`config.mk`:
```
export PLATFORM = sky130hd
export DESIGN_NAME = adder_arbiter_flat
export DESIGN_NICKNAME = d
export VERILOG_FILES = /design/src/rtl/adder_arbiter_if.sv /design/src/rtl/adder_arbiter.sv /design/src/flat_wrapper.sv
export SDC_FILE = /design/constraint.sdc
export NUM_CORES = 1
export LEC_CHECK = 0
export CAP_MARGIN = 25
export CORE_MARGIN = 2
export CORE_UTILIZATION = 47
export CTS_BUF_LIST = sky130_fd_sc_hd__clkbuf_8
export CTS_CLUSTER_DIAMETER = 200
export CTS_CLUSTER_SIZE = 10
export DETAILED_ROUTE_END_ITERATION = 10
export DONT_BUFFER_PORTS = 1
export GPL_TIMING_DRIVEN = 1
export SETUP_SLACK_MARGIN = 0.1
export SLEW_MARGIN = 20
export SYNTH_ARGS = -nofsm -noshare
export SYNTH_HDL_FRONTEND = slang
export SYNTH_SLANG_ARGS = --single-unit
export TNS_END_PERCENT = 30
```
`constraint.sdc`:
```
create_clock -name i_clk -period 5.1 [get_ports i_clk]
set_input_delay 0.51 -clock i_clk [delete_from_list [all_inputs] [get_ports i_clk]]
set_output_delay 0.51 -clock i_clk [all_outputs]
set_load 0.1 [all_outputs]
```
`src/rtl/adder_arbiter_if.sv`:
```
// Handshake and operand bundle between the requesters/consumer and the
// shared-adder arbiter. The arbiter is the slave side; whoever drives the
// requests and consumes the results is the master side.
interface adder_arbiter_if #(
   parameter int WIDTH   = 8,
   parameter int NUM_REQ = 4
);
   localparam int ID_W = (NUM_REQ > 1) ? $clog2(NUM_REQ) : 1;

   logic [NUM_REQ-1:0]       i_req;
   logic [NUM_REQ*WIDTH-1:0] i_add1;
   logic [NUM_REQ*WIDTH-1:0] i_add2;
   logic [NUM_REQ-1:0]       o_gnt;
   logic                     o_valid;
   logic                     i_ready;
   logic [WIDTH:0]           o_result;
   logic [ID_W-1:0]          o_id;
   logic                     o_busy;

   modport slave (
      input  i_req, i_add1, i_add2, i_ready,
      output o_gnt, o_valid, o_result, o_id, o_busy
   );

   modport master (
      output i_req, i_add1, i_add2, i_ready,
      input  o_gnt, o_valid, o_result, o_id, o_busy
   );
endinterface

```
`src/rtl/adder_arbiter.sv`:
```
// Round-robin arbiter sharing one unsigned adder among NUM_REQ requesters.
// Two pipeline stages: S1 holds the granted operands, S2 holds the sum.
// Grants are only issued when S1 can take a new operation, so a granted
// request is always accepted in the same cycle.
module adder_arbiter #(
   parameter int WIDTH   = 8,
   parameter int NUM_REQ = 4
) (
   input logic           i_clk,
   input logic           i_rst_n,
   adder_arbiter_if.slave bus
);
   localparam int ID_W = (NUM_REQ > 1) ? $clog2(NUM_REQ) : 1;

   logic              v1;
   logic              v2;
   logic [ID_W-1:0]   ptr;
   logic [WIDTH-1:0]  s1_a;
   logic [WIDTH-1:0]  s1_b;
   logic [ID_W-1:0]   s1_id;
   logic [WIDTH:0]    s2_sum;
   logic [ID_W-1:0]   s2_id;

   logic              advance1;
   logic              advance2;
   logic              found;
   logic              accept;
   logic [ID_W-1:0]   win;
   logic [ID_W-1:0]   ptr_next;
   logic [ID_W:0]     scan_idx;
   logic [WIDTH:0]    adder_sum;

   assign advance2 = !v2 | bus.i_ready;
   assign advance1 = !v1 | advance2;

   // Round-robin search: first requester at or after ptr, wrapping past the top
   always_comb begin
      found    = 1'b0;
      win      = '0;
      scan_idx = '0;
      for (int i = 0; i < NUM_REQ; i++) begin
         scan_idx = {1'b0, ptr} + (ID_W+1)'(i);
         if (scan_idx >= (ID_W+1)'(NUM_REQ))
            scan_idx = scan_idx - (ID_W+1)'(NUM_REQ);
         if (!found && bus.i_req[scan_idx[ID_W-1:0]]) begin
            found = 1'b1;
            win   = scan_idx[ID_W-1:0];
         end
      end
   end

   // One-hot grant, suppressed while S1 is blocked or reset is asserted
   always_comb begin
      bus.o_gnt = '0;
      if (i_rst_n && advance1 && found)
         bus.o_gnt[win] = 1'b1;
   end

   assign accept   = |(bus.i_req & bus.o_gnt);
   assign ptr_next = (win == ID_W'(NUM_REQ-1)) ? '0 : win + 1'b1;

   // The single shared adder; the extra bit keeps the carry out
   assign adder_sum = {1'b0, s1_a} + {1'b0, s1_b};

   // Valid bits and the round-robin pointer, cleared asynchronously
   always_ff @(posedge i_clk or negedge i_rst_n) begin
      if (!i_rst_n) begin
         v1  <= 1'b0;
         v2  <= 1'b0;
         ptr <= '0;
      end else begin
         if (advance1)
            v1 <= accept;
         if (advance2)
            v2 <= v1;
         if (accept)
            ptr <= ptr_next;
      end
   end

   // Stage data registers; their contents only matter when the valid bit is set
   always_ff @(posedge i_clk) begin
      if (accept) begin
         s1_a  <= bus.i_add1[win*WIDTH +: WIDTH];
         s1_b  <= bus.i_add2[win*WIDTH +: WIDTH];
         s1_id <= win;
      end
      if (advance2) begin
         s2_sum <= adder_sum;
         s2_id  <= s1_id;
      end
   end

   assign bus.o_valid  = v2;
   assign bus.o_result = s2_sum;
   assign bus.o_id     = s2_id;
   assign bus.o_busy   = v1 | v2;
endmodule

```
`src/flat_wrapper.sv`:
```
// flat-port wrapper written by rule: the top's interface ports become plain ports
module adder_arbiter_flat 
#(
   parameter int WIDTH   = 8,
   parameter int NUM_REQ = 4
)
  (i_clk, i_rst_n, bus_i_req, bus_i_add1, bus_i_add2, bus_i_ready, bus_o_gnt, bus_o_valid, bus_o_result, bus_o_id, bus_o_busy);
  adder_arbiter_if #(.WIDTH(WIDTH), .NUM_REQ(NUM_REQ)) bus_i ();
  input logic i_clk;
  input logic i_rst_n;
  input wire logic [$bits(bus_i.i_req)-1:0] bus_i_req;
  input wire logic [$bits(bus_i.i_add1)-1:0] bus_i_add1;
  input wire logic [$bits(bus_i.i_add2)-1:0] bus_i_add2;
  input wire logic [$bits(bus_i.i_ready)-1:0] bus_i_ready;
  output wire logic [$bits(bus_i.o_gnt)-1:0] bus_o_gnt;
  output wire logic [$bits(bus_i.o_valid)-1:0] bus_o_valid;
  output wire logic [$bits(bus_i.o_result)-1:0] bus_o_result;
  output wire logic [$bits(bus_i.o_id)-1:0] bus_o_id;
  output wire logic [$bits(bus_i.o_busy)-1:0] bus_o_busy;
  assign bus_i.i_req = bus_i_req;
  assign bus_i.i_add1 = bus_i_add1;
  assign bus_i.i_add2 = bus_i_add2;
  assign bus_i.i_ready = bus_i_ready;
  assign bus_o_gnt = bus_i.o_gnt;
  assign bus_o_valid = bus_i.o_valid;
  assign bus_o_result = bus_i.o_result;
  assign bus_o_id = bus_i.o_id;
  assign bus_o_busy = bus_i.o_busy;
  adder_arbiter #(.WIDTH(WIDTH), .NUM_REQ(NUM_REQ)) u_core (.i_clk(i_clk), .i_rst_n(i_rst_n), .bus(bus_i));
endmodule
```
==> results of run 1 <==
[cells in the mapped netlist]
cell	number
nand2_1	5
inv_2	1
mux2i_1	48
nand3b_1	1
nor4_1	1
edfxtp_1	29
buf_2	3
o32ai_1	1
buf_6	1
xnor2_1	4
nor2_1	5
inv_1	5
clkinv_2	1
o22ai_1	1
nor3_1	5
nand4_1	1
a31oi_1	1
fa_1	1
or2_2	2
a31o_2	1
o22a_1	2
nand2b_1	4
buf_4	2
a21oi_1	8
ha_1	9
mux2_4	1
nand3_1	2
dfrtp_1	4
o21ai_0	1
and3_1	1
a211o_1	1
xor2_1	2
nor3b_1	1
a21o_1	3
[report_power, final]
group / internal (mW) / switching (mW) / total, mW
clock network: 0.122 / 0.0891 / 0.211
logic: 0.271 / 0.355 / 0.626
registers: 0.457 / 0.381 / 0.838
total: 0.850 / 0.825 / 1.68
[worst max-delay path by stage]
stage / from / endpoint / slack (ps) / depth (start not counted)
2_1_floorplan: bus_i_req[0] / bus_o_gnt[2] / 1070 / 5
3_3_place_gp: bus_i_req[2] / bus_o_gnt[3] / 2060 / 7
3_5_place_dp: bus_i_req[2] / bus_o_gnt[3] / 1990 / 7
4_1_cts: u_core.ptr[0] / bus_o_gnt[3] / 1810 / 7
5_1_grt: u_core.ptr[0] / bus_o_gnt[3] / 1670 / 7
6_report: u_core.ptr[0] / bus_o_gnt[3] / 1820 / 7
[metal layers]
metal	vias to the layer above	track usage, %	wire [microns]
met3	6	4.09	233
met4	0	8.06	68
met1	581	17.6	1450
met5	-	0	0
li1	610	-	-
met2	67	24.8	1770
[through the flow]
step	total power [mW]	util [%]	setup WS [ps]	area, sq um
after floorplan	1.36	-	1070	1990
after global placement	1.44	52.2	2060	2100
after detailed placement	1.46	52.2	1990	2100
after CTS	1.68	55.0	1810	2210
after global routing	1.77	55.3	1670	2230
final	1.68	55.3	1820	2230
[state kept, by name, indices dropped and copies added, names as in the netlist]
| register | count |
|---|---|
| u_core.s1_a | 8 |
| u_core.bus.o_result | 9 |
| u_core.v1 | 1 |
| u_core.bus.o_valid | 1 |
| u_core.s1_id | 2 |
| u_core.ptr | 2 |
| u_core.s1_b | 8 |
| u_core.bus.o_id | 2 |
[kinds of logic after synthesis]
family / count (synthesis) / share of synthesized area (%)
buffers and inverters: 13 / 3.46
AO/OA/AOI/OAI: 19 / 6.23
flip-flops: 33 / 48.8
adder cells (fa/ha/maj): 10 / 6.67
AND/OR/NAND/NOR: 28 / 7.24
multiplexers: 49 / 24.9
XOR/XNOR: 6 / 2.64
[final cells by class]
| type | count | area (sq um) | area share, % |
|---|---|---|---|
| well taps | 50 | 62.6 | 2.81 |
| flip-flops and latches | 33 | 971 | 43.5 |
| inverters | 7 | 27.5 | 1.23 |
| clock buffers | 7 | 96.3 | 4.32 |
| multi-input cells | 112 | 967 | 43.4 |
| repair buffers | 5 | 100 | 4.49 |
| clock inverters | 1 | 5.00 | 0.224 |
[cells in the final DEF (no fill, tap or decap), drive strengths merged, types with 2 or more instances in the layout]
master / count
mux2i: 48
edfxtp: 29
clkbuf: 10
ha: 9
a21oi: 8
inv: 6
nand2: 5
nor2: 5
nor3: 5
nand2b: 4
xnor2: 4
dfrtp: 4
a21o: 3
o22a: 2
clkinv: 2
or2: 2
xor2: 2
nand3: 2
[timing repair]
item                                   CTS  global route
hold buffers                             1             0
endpoints found under the hold margin    4             0
setup buffers                            0             0
[worst max-delay path: stages (launching register included)]
cell and delay, ps:
dfrtp_1 390, nand2b_1 130, a21oi_1 70, a211o_2 660, inv_1 160, ha_1 190
inv_1 70, nor2_2 820
==> run metrics, run 1 <==
status complete, no violations; Die ar. 4770 sq um; overall routed net length 3.53 mm; PD cells 751 nW/um^2; crit share post-route 64.3%; CP Launch Type flip-flop; hold path startpoint u_core.s1_id[1]; crit end category output pin; final hold vios 0; cell count of the worst reg-to-reg path 7; GRT Util Overall 15.0%; Congestion Overflow GR 0; Rel. slew slack 29.6%; path type of the worst min-delay path flip-flop to flip-flop; per-instance average area after synthesis 12.6 sq um; DRT Pass-1 Iters 4; WL/cell 16.4 microns; Final Setup Violations 0; Root Driver clkbuf_8; IO buf count 0; clock latency on the worst-skew pair 280 ps; antenna-violating nets left 0; CTS buffer count 5; routability cong. 0.823; Worst VDD drop 0.452 mV; main area contributors after synthesis edfxtp_1 44%, mux2i_1 24%, ha_1 5.7%; crit-path max FO 35; sequential area share after synthesis 48.8%; Setup CP Type flip-flop to output pin; std cell rows 23; Post-Syn Nets 239; Hold Path End u_core.bus.o_id[1]; initial core utilization 49.3%; unrepaired setup endpoints after global routing false; Gate Count Post-Synth 158; post-DP HPWL 2.71 mm; Die X 69.0 microns; Fillers 363; CTS sink count 33; clk slew on worst S/H paths 60 ps; via count 1264; maxcap violations 0; # diodes 0; synth-to-layout area growth 12.1%; post-synth cell types 34; Hold Worst Slack 418 ps; Synth area leader edfxtp_1; register bit total from synthesis 33; Synth top area share 43.8%; Finished Layout Cells 215; pin count of the biggest net entering global routing 36; Worst Tran Pin Value 1050 ps; placed insts 205; CTS H-tree lvls 2; Via density 5.88; Leakage 0.974 nW; DRT iter0 DRCs 61; worst r2r src u_core.ptr[0]; f_max 305 MHz; Final Max Slew Viols 0; Final nets 245; Hold Path Depth 0; Tmin final 3280 ps; end of the worst register-to-register path u_core.ptr[1]; Core Area 4030 sq um; synth warn 0; first-pass GRT wire length 5.63 mm; crit path DAT 2770 ps; share of layout cells above drive strength 1 13.9%; worst-case clock buffer depth 2; initial antenna violation count 0; R2R Setup Slk 2300 ps; vias in the first global route 1221; CTS tree built; cell area after synthesis 1990 sq um; final setup TNS 0 ps; Crit path required time 4590 ps; clk_skew 3.83 ps; post-CTS sizing 0; I/O pin total 88; DRC viols 0; Die Ht 69.0 microns
Note: power is estimated with default switching activity, not from simulation.
==> run 2, diff against run 1 <==
ABC_AREA = 1   (was default)
clock period = 2.9 ns   (was 5.1 ns; I/O delays follow)
==> run metrics, run 2 <==
first-pass GRT wire length 7.79 mm (was 5.63 mm); vias in the first global route 1616 (was 1221); Gate Count Post-Synth 266 (was 158); post-synthesis simple-gate area fraction 29.0% (was 7.24%); status complete, no violations (unchanged); Fillers 445 (was 363); synth-to-layout area growth 12.0% (was 12.1%); Via density 5.24 (was 5.88); CTS sink count 33 (unchanged); final setup margin 296 ps (was 1820 ps); path type of the worst min-delay path primary input to flip-flop (was flip-flop to flip-flop); Die Ht 74.7 microns (was 69.0 microns); CP Launch Type flip-flop (unchanged); overall routed net length 5.03 mm (was 3.53 mm); pre-CTS setup slack 196 ps (was 1990 ps); most frequent cells in the layout 58 x nand2_1, 34 x nor2_1, 29 x edfxtp_1, 21 x inv_1 (was 48 x mux2i_1, 29 x edfxtp_1, 9 x ha_1, 8 x a21oi_1, 7 x clkbuf_8); register bit total from synthesis 33 (unchanged); Post-Syn Nets 347 (was 239); Hold Worst Slack 199 ps (was 418 ps); IO buf count 0 (unchanged); maxcap violations 0 (unchanged); initial core utilization 49.1% (was 49.3%); clock latency on the worst-skew pair 280 ps (about the same); async set-reset flop share out of synthesis 12.1% (unchanged); Final Setup Violations 0 (unchanged); Congestion Overflow GR 0 (unchanged); # diodes 0 (unchanged); worst-case clock buffer depth 2 (unchanged); Setup CP Type flip-flop to output pin (unchanged); unrepaired setup endpoints after global routing false (unchanged); final setup TNS 0 ps (unchanged); std cell rows 25 (was 23); per-instance average area after synthesis 8.83 sq um (was 12.6 sq um); antenna-violating nets left 0 (unchanged); Max stage delay on crit path 530 ps (was 820 ps); Die ar. 5580 sq um (was 4770 sq um); post-DP HPWL 3.97 mm (was 2.71 mm); Primary FF master, synth edfxtp_1 (unchanged); pin count of the biggest net entering global routing 19 (was 36); Rel. slew slack 39.9% (was 29.6%); Worst path top cell family by delay simple AND/OR/NAND/NOR gates (unchanged); Critical-path top delay cell dfrtp_1 (was nor2_2); Tmin final 2600 ps; cell area after synthesis 2350 sq um (was 1990 sq um); hold path startpoint bus_i_add1[6] (was u_core.s1_id[1]); share of layout cells above drive strength 1 23.6% (was 13.9%); Post-synth EDFFs 29 (unchanged); Synth area leader edfxtp_1 (unchanged); CTS tree built (unchanged); post-synth cell types 28 (was 34); crit end category output pin (unchanged); cell count of the worst reg-to-reg path 17 (was 7); largest family of logic cells by synthesized area simple AND/OR/NAND/NOR gates (was multiplexers); xor/xnor cell area share of the yosys netlist 2.24% (was 2.64%); CTS H-tree lvls 2 (unchanged); GRT Util Overall 19.0% (was 15.0%); Hold Path End u_core.s1_a[6] (was u_core.bus.o_id[1]); I/O pin total 88 (unchanged); final hold vios 0 (unchanged); CTS buffer count 5 (unchanged); f_max 384 MHz; most common cell in the synthesized netlist nand2_1 (was mux2i_1); crit share post-route 89.8%; main area contributors after synthesis edfxtp_1 37%, nand2_1 9.3%, nor2_1 5.6% (was edfxtp_1 44%, mux2i_1 24%, ha_1 5.7%); crit path cell chain inv_2, nand2_1, nand2_2, o21ai_0, nand4_1, nand3_1, ha_1, inv_1, nor2_4, buf_4 (was nand2b_1, a21oi_1, a211o_2, inv_1, ha_1, inv_1, nor2_2); adder and majority gate portion of the synthesized area 5.65% (was 6.67%); end of the worst register-to-register path u_core.s1_a[6] (was u_core.ptr[1]); Hold Path Depth 2 (was 0); clk_skew 10.9 ps (was 3.83 ps); DRC viols 0 (unchanged); clk slew on worst S/H paths 70 ps (was 60 ps); Crit path required time 2610 ps (was 4590 ps); Synth top area share 37.1% (was 43.8%); Die X 74.7 microns (was 69.0 microns); routability cong. 0.841 (was 0.823); placed insts 337 (was 205); proportion of synthesized area in mux cells 0% (was 24.9%); post-CTS sizing 0 (unchanged); R2R Setup Slk 360 ps (was 2300 ps); DRT Pass-1 Iters 4 (unchanged); most common cell after layout, fill and taps aside nand2_1 (was mux2i_1); initial antenna violation count 0 (unchanged); register area 971 sq um (unchanged); Final Max Slew Viols 0 (unchanged); crit path DAT 2310 ps (was 2770 ps); Finished Layout Cells 347 (was 215); WL/cell 14.5 microns (was 16.4 microns); sequential area share after synthesis 41.3% (was 48.8%); DRT iter0 DRCs 83 (was 61); worst r2r src u_core.ptr[0] (unchanged); synth warn 0 (unchanged); crit-path max FO 10 (was 35); worst path buffer plus inverter count 3 (was 2); Synth Area in Compound Gates 15.0% (was 6.23%); Core Area 4790 sq um (was 4030 sq um); Final nets 360 (was 245); Largest register FFs 9 (unchanged); Multi-input gate area 1220 sq um (was 967 sq um); Worst Tran Pin Value 903 ps (was 1050 ps); via count 1818 (was 1264); most common library cells after synthesis 58 x nand2_1, 35 x nor2_1, 29 x edfxtp_1 (was 48 x mux2i_1, 29 x edfxtp_1, 9 x ha_1); Root Driver clkbuf_8 (unchanged)
## run 2: changes by cell type after synthesis, moves of 11 or more
cell	change
nand2_1	+53
mux2i_1	-48
nor2_1	+30
inv_1	+17
nand2_2	+13
nand3_1	+11
## run 2: cell families (layout without fill, tap and decap cells)
kind of cell / after synthesis / count (layout)
flops: 33 / 33
compound gates: 47 / 47
xor+xnor: 6 / 6
buf+inv: 34 / 48
fa+ha+maj: 10 / 10
simple gates: 136 / 136
## run 2: layer usage
metal,wire [microns],global-route usage (%),part of all wire [%],vias to the layer above
li1,-,-,-,916
met4,53,5.36,1.1,0
met1,2370,26.2,47,824
met5,0,0,0,-
met3,283,3.61,5.6,5
met2,2320,30.8,46,73
## run 2: worst max path at each step
stage             startpoint              end  depth (start not counted)
2_1_floorplan  u_core.ptr[0]   u_core.s1_a[0]                         14
3_3_place_gp   u_core.ptr[0]  u_core.s1_id[0]                         16
3_5_place_dp   u_core.ptr[0]   u_core.s1_b[1]                         16
4_1_cts        u_core.ptr[0]  u_core.s1_id[0]                         16
5_1_grt        u_core.ptr[0]     bus_o_gnt[3]                         10
6_report       u_core.ptr[0]     bus_o_gnt[3]                         10
## run 2: layout make-up
cell class	count	share of cell area, %
inverter	27	3.99
multi-input combinational	199	46.6
sequential	33	36.9
timing repair buffer	13	4.28
clock inverter	3	2.47
clock buffer	5	2.62
tap	67	3.19
## run 2: per-stage QoR
step,utilization [%],area (sq um)
final,55.0,2630
after CTS,54.6,2610
after global placement,51.6,2470
after detailed placement,51.6,2470
after global routing,55.0,2630
after floorplan,-,2360
## run 2: timing repair
action	in CTS	in global routing
endpoints found under the setup margin	0	18
hold endpoints to repair	4	0
setup buffers	0	1
hold buffers	1	0
Power of run 2 is left out: the tool's default activity adds up to more than one toggle a clock period on the data nets, which glitch-free logic cannot reach.
